File: src/rtl/nco_mixer_dec.sv
// rtl/nco_mixer_dec.sv - square-wave NCO, 1-bit quadrature mixer and integrate-and-dump decimator
module nco_mixer_dec #(
    parameter int PHASE_W  = 20,
    parameter int DEC_LOG2 = 6,
    parameter int OUT_W    = DEC_LOG2 + 2
) (
    input  logic                    CLK,
    input  logic                    RST,
    input  logic                    RF_IN,
    input  logic [PHASE_W-1:0]      PHASE_INC,
    output logic signed [OUT_W-1:0] I_OUT,
    output logic signed [OUT_W-1:0] Q_OUT,
    output logic                    OUT_VALID
);

    localparam logic [DEC_LOG2-1:0] TERM = '1;

    typedef enum logic {PRIME, RUN} state_t;

    state_t                    state;
    logic                      cap_valid;
    logic                      mix_valid;

    logic [PHASE_W-1:0]        acc;
    logic [PHASE_W-1:0]        pinc_reg;
    logic [DEC_LOG2-1:0]       cap_cnt;
    logic                      rf_c;
    logic                      i_neg_c;
    logic                      q_neg_c;

    logic                      mix_i;
    logic                      mix_q;

    logic [DEC_LOG2-1:0]       frame_cnt;
    logic signed [OUT_W-1:0]   int_i;
    logic signed [OUT_W-1:0]   int_q;
    logic signed [OUT_W-1:0]   d_i;
    logic signed [OUT_W-1:0]   d_q;

    // Capture stage: latch the RF bit with the LO signs of the current phase, then advance the NCO.
    // The tuning word is reloaded only with the last sample of a frame so a frame never mixes two words.
    always_ff @(posedge CLK) begin
        if (RST) begin
            acc      <= '0;
            pinc_reg <= PHASE_INC;
            cap_cnt  <= '0;
            rf_c     <= 1'b0;
            i_neg_c  <= 1'b0;
            q_neg_c  <= 1'b0;
        end else begin
            rf_c     <= RF_IN;
            i_neg_c  <= acc[PHASE_W-1] ^ acc[PHASE_W-2];
            q_neg_c  <= acc[PHASE_W-1];
            acc      <= acc + pinc_reg;
            cap_cnt  <= cap_cnt + DEC_LOG2'(1);
            if (cap_cnt == TERM) begin
                pinc_reg <= PHASE_INC;
            end
        end
    end

    // Start-up sequencer: fills capture then mix stage before the integrators are allowed to run.
    always_ff @(posedge CLK) begin
        if (RST) begin
            state     <= PRIME;
            cap_valid <= 1'b0;
            mix_valid <= 1'b0;
        end else begin
            case (state)
                PRIME: begin
                    if (!cap_valid) begin
                        cap_valid <= 1'b1;
                    end else begin
                        mix_valid <= 1'b1;
                        state     <= RUN;
                    end
                end
                RUN: begin
                    cap_valid <= 1'b1;
                    mix_valid <= 1'b1;
                end
                default: begin
                    state     <= PRIME;
                    cap_valid <= 1'b0;
                    mix_valid <= 1'b0;
                end
            endcase
        end
    end

    // Mix stage: XOR of the RF bit with each LO sign; 1 means a +1 product.
    always_ff @(posedge CLK) begin
        if (RST) begin
            mix_i <= 1'b0;
            mix_q <= 1'b0;
        end else begin
            mix_i <= rf_c ^ i_neg_c;
            mix_q <= rf_c ^ q_neg_c;
        end
    end

    // Map each mixed bit to a signed +1/-1 step.
    always_comb begin
        d_i = mix_i ? OUT_W'(1) : {OUT_W{1'b1}};
        d_q = mix_q ? OUT_W'(1) : {OUT_W{1'b1}};
    end

    // Integrate-and-dump: the final sample goes straight into the output and the integrators restart at zero.
    always_ff @(posedge CLK) begin
        if (RST) begin
            int_i     <= '0;
            int_q     <= '0;
            frame_cnt <= '0;
            I_OUT     <= '0;
            Q_OUT     <= '0;
            OUT_VALID <= 1'b0;
        end else begin
            OUT_VALID <= 1'b0;
            if (mix_valid) begin
                frame_cnt <= frame_cnt + DEC_LOG2'(1);
                if (frame_cnt == TERM) begin
                    I_OUT     <= int_i + d_i;
                    Q_OUT     <= int_q + d_q;
                    OUT_VALID <= 1'b1;
                    int_i     <= '0;
                    int_q     <= '0;
                end else begin
                    int_i     <= int_i + d_i;
                    int_q     <= int_q + d_q;
                end
            end
        end
    end

endmodule

File: config.mk
export PLATFORM = sky130hd
export DESIGN_NAME = nco_mixer_dec
export DESIGN_NICKNAME = d
export VERILOG_FILES = /design/src/rtl/nco_mixer_dec.sv
export SDC_FILE = /design/constraint.sdc
export NUM_CORES = 1
export LEC_CHECK = 0
export CAP_MARGIN = 25
export CORE_ASPECT_RATIO = 0.8
export CORE_MARGIN = 2
export CORE_UTILIZATION = 62
export CTS_CLUSTER_SIZE = 8
export DETAILED_ROUTE_END_ITERATION = 8
export GPL_ROUTABILITY_DRIVEN = 0
export GPL_TIMING_DRIVEN = 0
export PLACE_DENSITY = 0.93
export SKIP_LAST_GASP = 1
export SYNTH_ARGS = -nofsm -noshare
export SYNTH_HDL_FRONTEND = slang
export SYNTH_SLANG_ARGS = --single-unit
export TNS_END_PERCENT = 10
File: constraint.sdc
create_clock -name CLK -period 5.88 [get_ports CLK]
set_clock_uncertainty 0.1 [all_clocks]
set_input_delay 0.882 -clock CLK [delete_from_list [all_inputs] [get_ports CLK]]
set_output_delay 0.882 -clock CLK [all_outputs]
set_load 0.02 [all_outputs]
## Yosys cells after proc, flatten, opt, wreduce, memory -nomap -nowiden

Cells that the tools add are included.

| operators by class | value |
|---|---|
| add/sub/neg operators | 5 |
| equal/unequal tests | 3 |
| muxes and demuxes | 12 |
| bitwise logic cells | 5 |
| reductions and logical operators | 3 |

Operators by type and width:

| operator | count |
|---|---|
| $mux W20 | 2 |
| $mux W8 | 4 |
| $add A20 B20 Y20 | 1 |
| $add A8 B8 Y8 | 2 |
| $add A6 B1 Y6 const B | 2 |
| $eq A6 B6 Y1 const B | 2 |
| $mux W1 | 5 |
| $xor A1 B1 Y1 | 3 |
| $ne A2 B2 Y1 const B | 1 |
| $not A1 Y1 | 2 |
| $pmux W1 S2 | 1 |
| $reduce_and A2 Y1 | 1 |
| $reduce_bool A2 Y1 | 1 |
| $reduce_or A2 Y1 | 1 |

| storage, ports and cells | value |
|---|---|
| register bits | 93 |
| input bits | 23 |
| output and inout port bits | 17 |
| logic and storage cells | 45 |

## Longest topological paths before layout

Gate-level depths: netlist (run 1).

| logic depth | value |
|---|---|
| word-level depth | 3 |
| gate-level depth with buffers | 8 |
| mapped depth without buffers | 8 |

## Worst setup path after synthesis (run 1)

OpenSTA, ideal clock, no wires.

| path | value |
|---|---|
| path kind | input to register |
| from | input RST |
| to | register pinc_reg[0] (enable) |
| arrival time | 2,058 ps |
| data required time | 5,267 ps |
| path slack | 3,210 ps |
| stages | 4 |
| path buffers | 2 |
| path through | clkbuf_1 inv_1 clkbuf_1 o21ai_0 |

| on the way | value |
|---|---|
| cells in the longest elaborated chain, start to end | 1 |

RTL lines:

| element | RTL line | RTL |
|---|---|---|
| from (decl) | 8 | `input logic RST,` |
| $reduce_bool A2 Y1 (no line) | - |  |
| to (signal assigned) | 45 | `pinc_reg <= PHASE_INC;` |
| to (signal assigned) | 57 | `pinc_reg <= PHASE_INC;` |
| to (decl) | 25 | `logic [PHASE_W-1:0] pinc_reg;` |

No other way between the ends.
A chain may end at the register's enable or synchronous reset.

## Worst setup path after layout (run 1)

| path | value |
|---|---|
| from | register pinc_reg[0] |
| to | register acc[18] |

| on the way | value |
|---|---|
| cells in the longest elaborated chain, start to end | 1 |

RTL lines:

| element | RTL line | RTL |
|---|---|---|
| $add A20 B20 Y20 | 54 | `acc <= acc + pinc_reg;` |
| to (signal assigned) | 54 |  |
| to (decl) | 24 | `logic [PHASE_W-1:0] acc;` |

No other way between the ends.

==> impl_metrics.json, run 1 <==
{
  "grt_pass1_vias": 3618,
  "tns_ns": 0,
  "clk_pin_slew_ns": 0.10,
  "syn2layout_area_growth_pct": 15.5,
  "hold_path.class": "reg2reg",
  "yosys.area_share.simple": 0.164,
  "yosys_register_bits": 93,
  "ir_worst_vdd_v": 0.000169,
  "drt_pass1_iterations": 5,
  "worstPathRequired_ns": 6.05,
  "synth_cells": 462,
  "synth_fa_ha_area_frac": 0.105,
  "chipWidth_um": 99.2,
  "cp.arrival_ns": 3.05,
  "worstMarginPinSlew_ns": 0.634,
  "async_flop_share": 0,
  "drive_gt1_frac": 0.0658,
  "dr.first_iter.drc_count": 352,
  "min_period_ns": 2.88,
  "cts_num_sinks": 93,
  "fin_area_um2": 5190,
  "grt_pass1_wl_mm": 17.0,
  "rsz0062_at_grt": "false",
  "die-height_um": 80.1,
  "place_area_um2": 5000,
  "yosys_warnings": 0,
  "cp_max_fo": 4,
  "synth_cell_types": 51,
  "routed_wl_mm": 10.4,
  "initial_core_util": 0.645,
  "fp.coreArea_um2": 6960,
  "cts_tree": "built",
  "cp-start-kind": "register",
  "critical_path_class": "reg2reg",
  "maxCapViolCount": 0,
  "seq_area_frac_synth": 0.459,
  "run_status": "completed",
  "fin_nets": 571,
  "clock-root-buffer": "clkbuf_8",
  "synth-main-ff-cell": "dfxtp_1",
  "synth.avg_cell_area_um2": 9.72,
  "synth_nets": 521,
  "diodes": 0,
  "die_area_um2": 7940,
  "cts_resized": 0,
  "grt.total_usage": 0.277,
  "dr_total_vias": 3678,
  "ios": 40,
  "cts_buffers": 9,
  "synthMuxAreaShare": 0.0131,
  "avgViaCountPerCell": 6.09,
  "netlist_area_um2": 4490,
  "fmax_ghz": 0.348,
  "synth_edf_count": 20,
  "synth_compound_gate_area_share": 0.154,
  "htreeDepth": 3,
  "slew_viol_final": 0,
  "finalHoldViolations": 0,
  "synth_xor_area_frac": 0.0763,
  "ant_nets": 0,
  "setup_viol_count_final": 0,
  "wire_per_inst_um": 17.3,
  "clk_path_buf_depth": 2,
  "end_kind": "register",
  "hold_buffers": 0,
  "fin_crit_sh": 0.489,
  "grt_max_degree": 20,
  "antenna_found_initial": 0,
  "drc": 0,
  "post-cts-setup-buffers": 0,
  "grt_overflow_total": 0,
  "synth_top_family_by_area": "simple AND/OR/NAND/NOR gates",
  "slew_headroom": 0.578,
  "port-buffer-count": 38,
  "leakagePower_nw": 2.12,
  "dp_hpwl_mm": 7.21,
  "std_cell_rows": 27,
  "power.density_nw_per_um2": 436,
  "clk-insertion-delay-late_ns": 0.38
}
kinds of logic (layout without fill, tap and decap cells):
group / after synthesis / after routing
adders and majority gates: 36 / 36
muxes: 5 / 5
AOI/OAI and AO/OA: 96 / 96
buffers and inverters: 33 / 88
DFF: 93 / 93
and+or+nand+nor: 163 / 163
xor gates and xnor gates: 36 / 36
cell usage in the layout (no fill, tap or decap), types with 4 or more instances in the layout:
master           count
clkdlybuf4s50_1     38
nor2_1              64
and2_1               5
buf_1                4
nor2b_1              8
nand3_1             19
or3_1                4
edfxtp_1            20
o21bai_1             4
inv_1               17
a22oi_1              7
ha_1                33
o211ai_1             4
o21ai_0              6
dfxtp_1             73
and3_1               6
a21oi_2              5
a31oi_1              4
xor2_1              11
clkbuf_1            11
clkbuf_8             9
xnor2_1             23
nand4_1              6
inv_6                4
a21o_1               9
nand2_1             37
nor3_1              10
a21oi_1             32
final cells by class:
type | instances | area [um^2]
buffer | 16 | 61.3
clock buffer | 9 | 124
clock inverter | 7 | 63.8
fill | 473 | 1770
inverter | 17 | 63.8
multi-input combinational | 336 | 2310
sequential | 93 | 2060
tap | 87 | 109
timing repair buffer | 39 | 395
worst paths after layout:
| check | to | from | slack (ns) | depth (start not counted) |
|---|---|---|---|---|
| setup / recovery | acc[18] | pinc_reg[0] | 3.00 | 8 |
| hold / removal | cap_cnt[0] | cap_cnt[0] | 0.36 | 1 |
| setup reg to reg | acc[18] | pinc_reg[0] | 3.00 | 8 |
| hold reg to reg | cap_cnt[0] | cap_cnt[0] | 0.36 | 1 |
power by group:
part           internal, mW  switching [mW]  leakage, nW
registers             0.764          0.0596        0.796
clock network         0.164           0.253       0.0971
logic                 0.455           0.567         1.23
total                  1.38           0.880         2.12
layer usage:
layer / wire length [um] / vias up / global-route usage / part of all wire
met5: 0 / - / 0 / 0
met2: 5040 / 177 / 0.475 / 0.48
li1: - / 1733 / - / -
met3: 819 / 32 / 0.0583 / 0.079
met4: 267 / 0 / 0.118 / 0.026
met1: 4300 / 1736 / 0.341 / 0.41
synthesized netlist by cell type, types with 5 or more instances:
master    count  share of area
ha_1         33          0.092
dfxtp_1      73           0.33
a21o_1        9          0.015
xor2_1       11          0.021
nor2b_1       8          0.011
o21ai_0       7         0.0078
edfxtp_1     20           0.13
a21oi_1      32          0.036
a21oi_2       5         0.0098
nor3_1       10          0.011
nand2_1      37          0.031
a22oi_1       7          0.012
nand4_1       6         0.0084
clkbuf_1     11         0.0092
xnor2_1      23          0.045
and3_1        6         0.0084
nand3_1      19          0.021
and2_1        5         0.0070
inv_1        17          0.014
nor2_1       64          0.053
per-stage QoR:
stage	hold WS [ns]	instances	total power, mW	setup WS (ns)	utilization
global route	0.376	604	2.39	2.86	0.745
global placement	0.332	587	1.74	2.52	0.716
CTS	0.361	604	2.24	3.03	0.745
finish	0.356	604	2.26	3.00	0.745
detailed placement	0.343	588	1.81	3.18	0.718
floorplan	0.318	462	1.61	3.21	-
worst max-delay path, stage by stage (launching register included):
cell and delay, ns:
edfxtp_1 0.39, ha_1 0.24, fa_1 0.43, a21oi_1 0.32, o221ai_1 0.26, nand4_1 0.28
o21ai_1 0.17, a31oi_1 0.24, mux2_2 0.35
Note: power is estimated with default switching activity, not from simulation.
==> run 2: changes to the inputs <==
--- a/config.mk
+++ b/config.mk
@@ -8,12 +8,12 @@
 export CAP_MARGIN = 25
 export CORE_ASPECT_RATIO = 0.8
 export CORE_MARGIN = 2
-export CORE_UTILIZATION = 62
+export CORE_UTILIZATION = 57
 export CTS_CLUSTER_SIZE = 8
 export DETAILED_ROUTE_END_ITERATION = 8
 export GPL_ROUTABILITY_DRIVEN = 0
 export GPL_TIMING_DRIVEN = 0
-export PLACE_DENSITY = 0.93
+export PLACE_DENSITY = 0.87
 export SKIP_LAST_GASP = 1
 export SYNTH_ARGS = -nofsm -noshare
 export SYNTH_HDL_FRONTEND = slang
==> constraint.sdc (replaced) <==
create_clock -name CLK -period 2.7 [get_ports CLK]
set_clock_uncertainty 0.1 [all_clocks]
set_input_delay 0.405 -clock CLK [delete_from_list [all_inputs] [get_ports CLK]]
set_output_delay 0.405 -clock CLK [all_outputs]
set_load 0.02 [all_outputs]
==> run 2 against run 1 <==
Flip-flop and latch count is the same. Clock power increased by 100%. Routed wire length fell by 4.5%. Via count is 1.3% lower. Count of clock-buffer cells in the layout up 6. First-iteration DRC count fell by 40%. Largest power group unchanged. Critical path depth unchanged. Hold slack barely moved. Power is 110% higher. Maximum frequency up 8.6%. Largest cell class unchanged.
==> impl_metrics.json, run 2 (synthesis gave the netlist of run 1 again) <==
{
  "cts_num_sinks": 93,
  "maxCapViolCount": 0,
  "dr_total_vias": 3630,
  "fmax_ghz": 0.378,
  "grt.total_usage": 0.236,
  "worstMarginPinSlew_ns": 0.601,
  "end_kind": "register",
  "fin_nets": 572,
  "wl_met3_um": 522,
  "power_switching_share": 0.367,
  "r2r_setup_slack_ns": 0.05,
  "cts_tree": "built",
  "setup_viol_count_final": 0,
  "ios": 40,
  "whs_path_depth": 2,
  "slew_headroom": 0.599,
  "cts_buffers": 9,
  "grt_pass1_vias": 3417,
  "diodes": 0,
  "grt_max_degree": 20,
  "cp_max_fo": 4,
  "finalHoldViolations": 0,
  "antenna_found_initial": 0,
  "tns_ns": 0,
  "drc": 0,
  "min_from": "I_OUT[1]",
  "r2r_cells": 8,
  "layout_common_cells": "dfxtp_1, nor2_1, clkdlybuf4s50_1, nand2_1, ha_1",
  "grt_overflow_total": 0,
  "timing.rr.end": "acc[18]",
  "fin_crit_sh": 0.981,
  "dp_hpwl_mm": 6.93,
  "clk_path_buf_depth": 2,
  "power.internal_mw": 3.05,
  "hold-path-endpoint": "I_OUT[1]",
  "final_common_cell": "dfxtp_1",
  "routed_wl_mm": 9.96,
  "clk_pin_slew_ns": 0.08,
  "leakagePower_nw": 2.11,
  "comb_power_share": 0.451,
  "run_status": "completed",
  "worstPathRequired_ns": 2.85,
  "drt_pass1_iterations": 5,
  "hold_buffers": 0,
  "fp.coreArea_um2": 7530,
  "clk-insertion-delay-late_ns": 0.36,
  "whs_ns": 0.356,
  "regToRegStartpoint": "pinc_reg[0]",
  "highest_layer": "met4",
  "met1Wirelength_mm": 4.55,
  "stdcell_count": 623,
  "p_sw_mw": 1.76,
  "port-buffer-count": 38,
  "die_area_um2": 8610,
  "ir_worst_vdd_v": 0.000364,
  "p_seq_frac": 0.373,
  "p_clk_frac": 0.177,
  "cp.arrival_ns": 2.79,
  "ant_nets": 0,
  "initial_core_util": 0.596,
  "chipWidth_um": 103,
  "wl_met2_mm": 4.61,
  "cp-start-kind": "register",
  "avgViaCountPerCell": 5.83,
  "hold_path.class": "reg2reg",
  "dr.first_iter.drc_count": 212,
  "min_period_ns": 2.65,
  "ff_latch_area_um2": 2060,
  "wire_per_inst_um": 16.0,
  "critical_path_class": "reg2reg",
  "drive_gt1_frac": 0.0618,
  "grt_pass1_wl_mm": 15.9,
  "htreeDepth": 3,
  "power.density_nw_per_um2": 924,
  "dp_cells": 606,
  "multiInputGateArea_um2": 2310,
  "std_cell_rows": 28,
  "die-height_um": 83.4,
  "slew_viol_final": 0,
  "syn2layout_area_growth_pct": 16.0,
  "final_util": 0.691,
  "clock-root-buffer": "clkbuf_8",
  "nFillCells": 577,
  "p_total_mw": 4.81
}
-- run 2: critical path: stages, from the launching register on --
cell	delay [ns]
edfxtp_1	0.39
ha_1	0.24
fa_2	0.38
a21oi_2	0.21
o221ai_1	0.18
nand4_1	0.25
o21ai_1	0.14
a31oi_1	0.26
mux2_2	0.37
-- run 2: worst max-delay path by stage --
stage | start | to | cells after the start
after floorplan | cap_cnt[0] | pinc_reg[0] | 3
after global placement | cap_cnt[0] | pinc_reg[0] | 3
after detailed placement | pinc_reg[0] | acc[18] | 8
after CTS | pinc_reg[0] | acc[18] | 8
after global routing | pinc_reg[0] | acc[18] | 8
final | pinc_reg[0] | acc[18] | 8
-- run 2: repair_timing --
item / in CTS / in global routing
resized for setup: 0 / 2
setup buffers: 0 / 1
setup endpoints to repair: 0 / 1
-- run 2: power by group through the flow --
| stage | logic, mW | clock network (mW) | registers (mW) |
|---|---|---|---|
| after global placement | 1.98 | 0 | 1.81 |
| final | 2.17 | 0.851 | 1.79 |
| after CTS | 2.13 | 0.855 | 1.79 |
| after global routing | 2.39 | 0.917 | 1.82 |
| after detailed placement | 2.09 | 0 | 1.82 |
| after floorplan | 1.72 | 0 | 1.79 |
-- run 2: through the flow --
stage | worst slack, ns | cell area, um^2
detailed placement | 0.0476 | 5020
finish | 0.0517 | 5210
global route | -0.0337 | 5210
global placement | -0.550 | 5000
CTS | 0.00881 | 5190
floorplan | 0.124 | 4490
-- run 2: per-layer routing --
metal,track usage,vias up
met4,0.0909,0
met5,0,-
li1,-,1731
met1,0.312,1742
met2,0.370,130
met3,0.0572,27
-- run 2: area by class of cell --
cell class              instances  share of cell area
multi-input cells             336               0.444
flip-flops and latches         93               0.396
repair buffers                 40              0.0774
clock buffers                  15              0.0322
well taps                     105              0.0252
inverters                      17              0.0123
plain buffers                  16              0.0118
clock inverters                 1            0.000961
==> run 3: changes to the inputs <==
--- a/config.mk
+++ b/config.mk
@@ -6,14 +6,16 @@
 export NUM_CORES = 1
 export LEC_CHECK = 0
 export CAP_MARGIN = 25
+export CELL_PAD_IN_SITES_DETAIL_PLACEMENT = 0
+export CELL_PAD_IN_SITES_GLOBAL_PLACEMENT = 2
 export CORE_ASPECT_RATIO = 0.8
 export CORE_MARGIN = 2
-export CORE_UTILIZATION = 57
+export CORE_UTILIZATION = 37
 export CTS_CLUSTER_SIZE = 8
 export DETAILED_ROUTE_END_ITERATION = 8
 export GPL_ROUTABILITY_DRIVEN = 0
 export GPL_TIMING_DRIVEN = 0
-export PLACE_DENSITY = 0.87
+export PLACE_DENSITY = 0.88
 export SKIP_LAST_GASP = 1
 export SYNTH_ARGS = -nofsm -noshare
 export SYNTH_HDL_FRONTEND = slang
==> constraint.sdc (replaced) <==
create_clock -name CLK -period 2.7 [get_ports CLK]
set_clock_uncertainty 0.1 [all_clocks]
set_input_delay 0.675 -clock CLK [delete_from_list [all_inputs] [get_ports CLK]]
set_output_delay 0.675 -clock CLK [all_outputs]
set_load 0.02 [all_outputs]
==> run 3 against run 2 <==
Routed wire length fell by 2.5%. Count of clock-buffer cells in the layout fell by 5. Clock power grew 83%. Hold slack worse by 0.0014 ns. Sequential share of layout area down 2.0 points. Non-clock buffer count rose by 3. Via count shrank 7.2%. Global-route usage down 7.8 points. Highest routed layer unchanged. Largest power group unchanged. Flip-flop and latch count is the same. Final cell count is 7.4% higher.
==> impl_metrics.json, run 3 (synthesis gave the netlist of run 1 again) <==
{
  "critical_path_class": "reg2reg",
  "ios": 40,
  "slew_headroom": 0.562,
  "initial_core_util": 0.384,
  "run_status": "completed",
  "std_cell_rows": 35,
  "grtUsageMet1": 0.222,
  "final_util": 0.469,
  "rsz0062_at_grt": "false",
  "p_sw_mw": 1.78,
  "grt_pass1_wl_mm": 16.1,
  "fin_nets": 575,
  "ant_nets": 0,
  "fmax_ghz": 0.394,
  "grt.total_usage": 0.158,
  "power_switching_share": 0.326,
  "clock-root-buffer": "clkbuf_16",
  "dr.first_iter.drc_count": 168,
  "drc": 0,
  "port-buffer-count": 38,
  "grt_busiest_layer": "met2",
  "min_from": "cap_cnt[0]",
  "fin_crit_sh": 0.941,
  "layout_common_cells": "dfxtp_1, nor2_1, clkdlybuf4s50_1, nand2_1, ha_1",
  "grt_pass1_vias": 3286,
  "antenna_found_initial": 0,
  "drt_pass1_iterations": 4,
  "dr_total_vias": 3369,
  "min_period_ns": 2.54,
  "die-height_um": 103,
  "cts_buffers": 9,
  "comb_power_share": 0.388,
  "htreeDepth": 3,
  "maxCapViolCount": 0,
  "clk-insertion-delay-late_ns": 0.34,
  "multiInputGateArea_um2": 2310,
  "p_seq_frac": 0.327,
  "final_common_cell": "dfxtp_1",
  "power.internal_mw": 3.69,
  "globalRouteMet2Util": 0.244,
  "syn2layout_area_growth_pct": 22.1,
  "grt_overflow_total": 0,
  "ff_latch_area_um2": 2060,
  "cp.arrival_ns": 2.67,
  "nFillCells": 1132,
  "cp_max_fo": 3,
  "worstPathRequired_ns": 2.83,
  "dp_hpwl_mm": 7.12,
  "clk_path_buf_depth": 2,
  "cp-start-kind": "register",
  "leakagePower_nw": 2.22,
  "end_kind": "register",
  "chipWidth_um": 127,
  "p_clk_frac": 0.285,
  "routed_wl_mm": 9.71,
  "diodes": 0,
  "worstMarginPinSlew_ns": 0.658,
  "hold_path.class": "reg2reg",
  "hold_buffers": 0,
  "setup_viol_count_final": 0,
  "wire_per_inst_um": 14.5,
  "die_area_um2": 13000,
  "ir_worst_vdd_v": 0.000387,
  "grt_max_degree": 19,
  "fp.coreArea_um2": 11700,
  "p_total_mw": 5.47,
  "power.density_nw_per_um2": 997,
  "cts_tree": "built",
  "clk_pin_slew_ns": 0.06,
  "use_met3": 0.0368,
  "regToRegStartpoint": "pinc_reg[0]",
  "cts_num_sinks": 93,
  "avgViaCountPerCell": 5.04,
  "finalHoldViolations": 0,
  "crit_path_start": "pinc_reg[0]",
  "slew_viol_final": 0,
  "drive_gt1_frac": 0.0768
}
-- run 3: per-layer routing --
metal	wire length [um]	up-vias	share of wire
met3	352	6	0.036
met5	0	-	0
li1	-	1739	-
met4	97	0	0.010
met1	5100	1568	0.53
met2	4160	56	0.43
-- run 3: layout make-up --
type | instances | share of cell area
multi-input combinational | 336 | 0.422
sequential | 93 | 0.376
timing repair buffer | 43 | 0.0776
clock buffer | 10 | 0.0436
tap | 148 | 0.0338
clock inverter | 6 | 0.0244
inverter | 17 | 0.0116
buffer | 16 | 0.0112
-- run 3: worst max-delay path, stage by stage (launching register included) --
cell	delay, ns
edfxtp_1	0.38
ha_1	0.25
fa_2	0.38
a21oi_2	0.19
o221ai_1	0.18
nand4_1	0.22
o21ai_1	0.14
a31oi_1	0.24
mux2_2	0.36
-- run 3: path summary, 6_finish.rpt --
kind / slack (ns) / depth (start not counted) / end
worst min register to register: 0.35 / 1 / cap_cnt[0]
worst max-delay path: 0.16 / 8 / acc[18]
worst min-delay path: 0.35 / 1 / cap_cnt[0]
worst max register to register: 0.16 / 8 / acc[18]
-- run 3: power groups by stage --
stage          sequential (mW)  clock (mW)  combinational [mW]
6_report                  1.79        1.56                2.12
5_1_grt                   1.81        1.65                2.39
4_1_cts                   1.79        1.60                2.11
3_5_place_dp              1.82           0                2.09
3_3_place_gp              1.81           0                2.05
2_1_floorplan             1.79           0                1.72
-- run 3: stage by stage --
step / cell area, um^2 / hold slack [ns] / setup slack [ns] / cells / TNS (ns)
5_1_grt: 5480 / 0.372 / 0.0103 / 669 / 0
4_1_cts: 5450 / 0.352 / 0.0536 / 665 / 0
3_5_place_dp: 5070 / 0.340 / -0.00269 / 649 / -0.00269
3_3_place_gp: 5060 / 0.328 / -0.655 / 648 / -13.07
6_report: 5480 / 0.355 / 0.159 / 669 / 0
2_1_floorplan: 4490 / 0.318 / 0.124 / 462 / 0
-- run 3: timing repair --
item,in CTS,in global routing
endpoints found under the setup margin,1,1
gates resized for setup,1,1
pin swaps,0,3
setup buffers,0,4
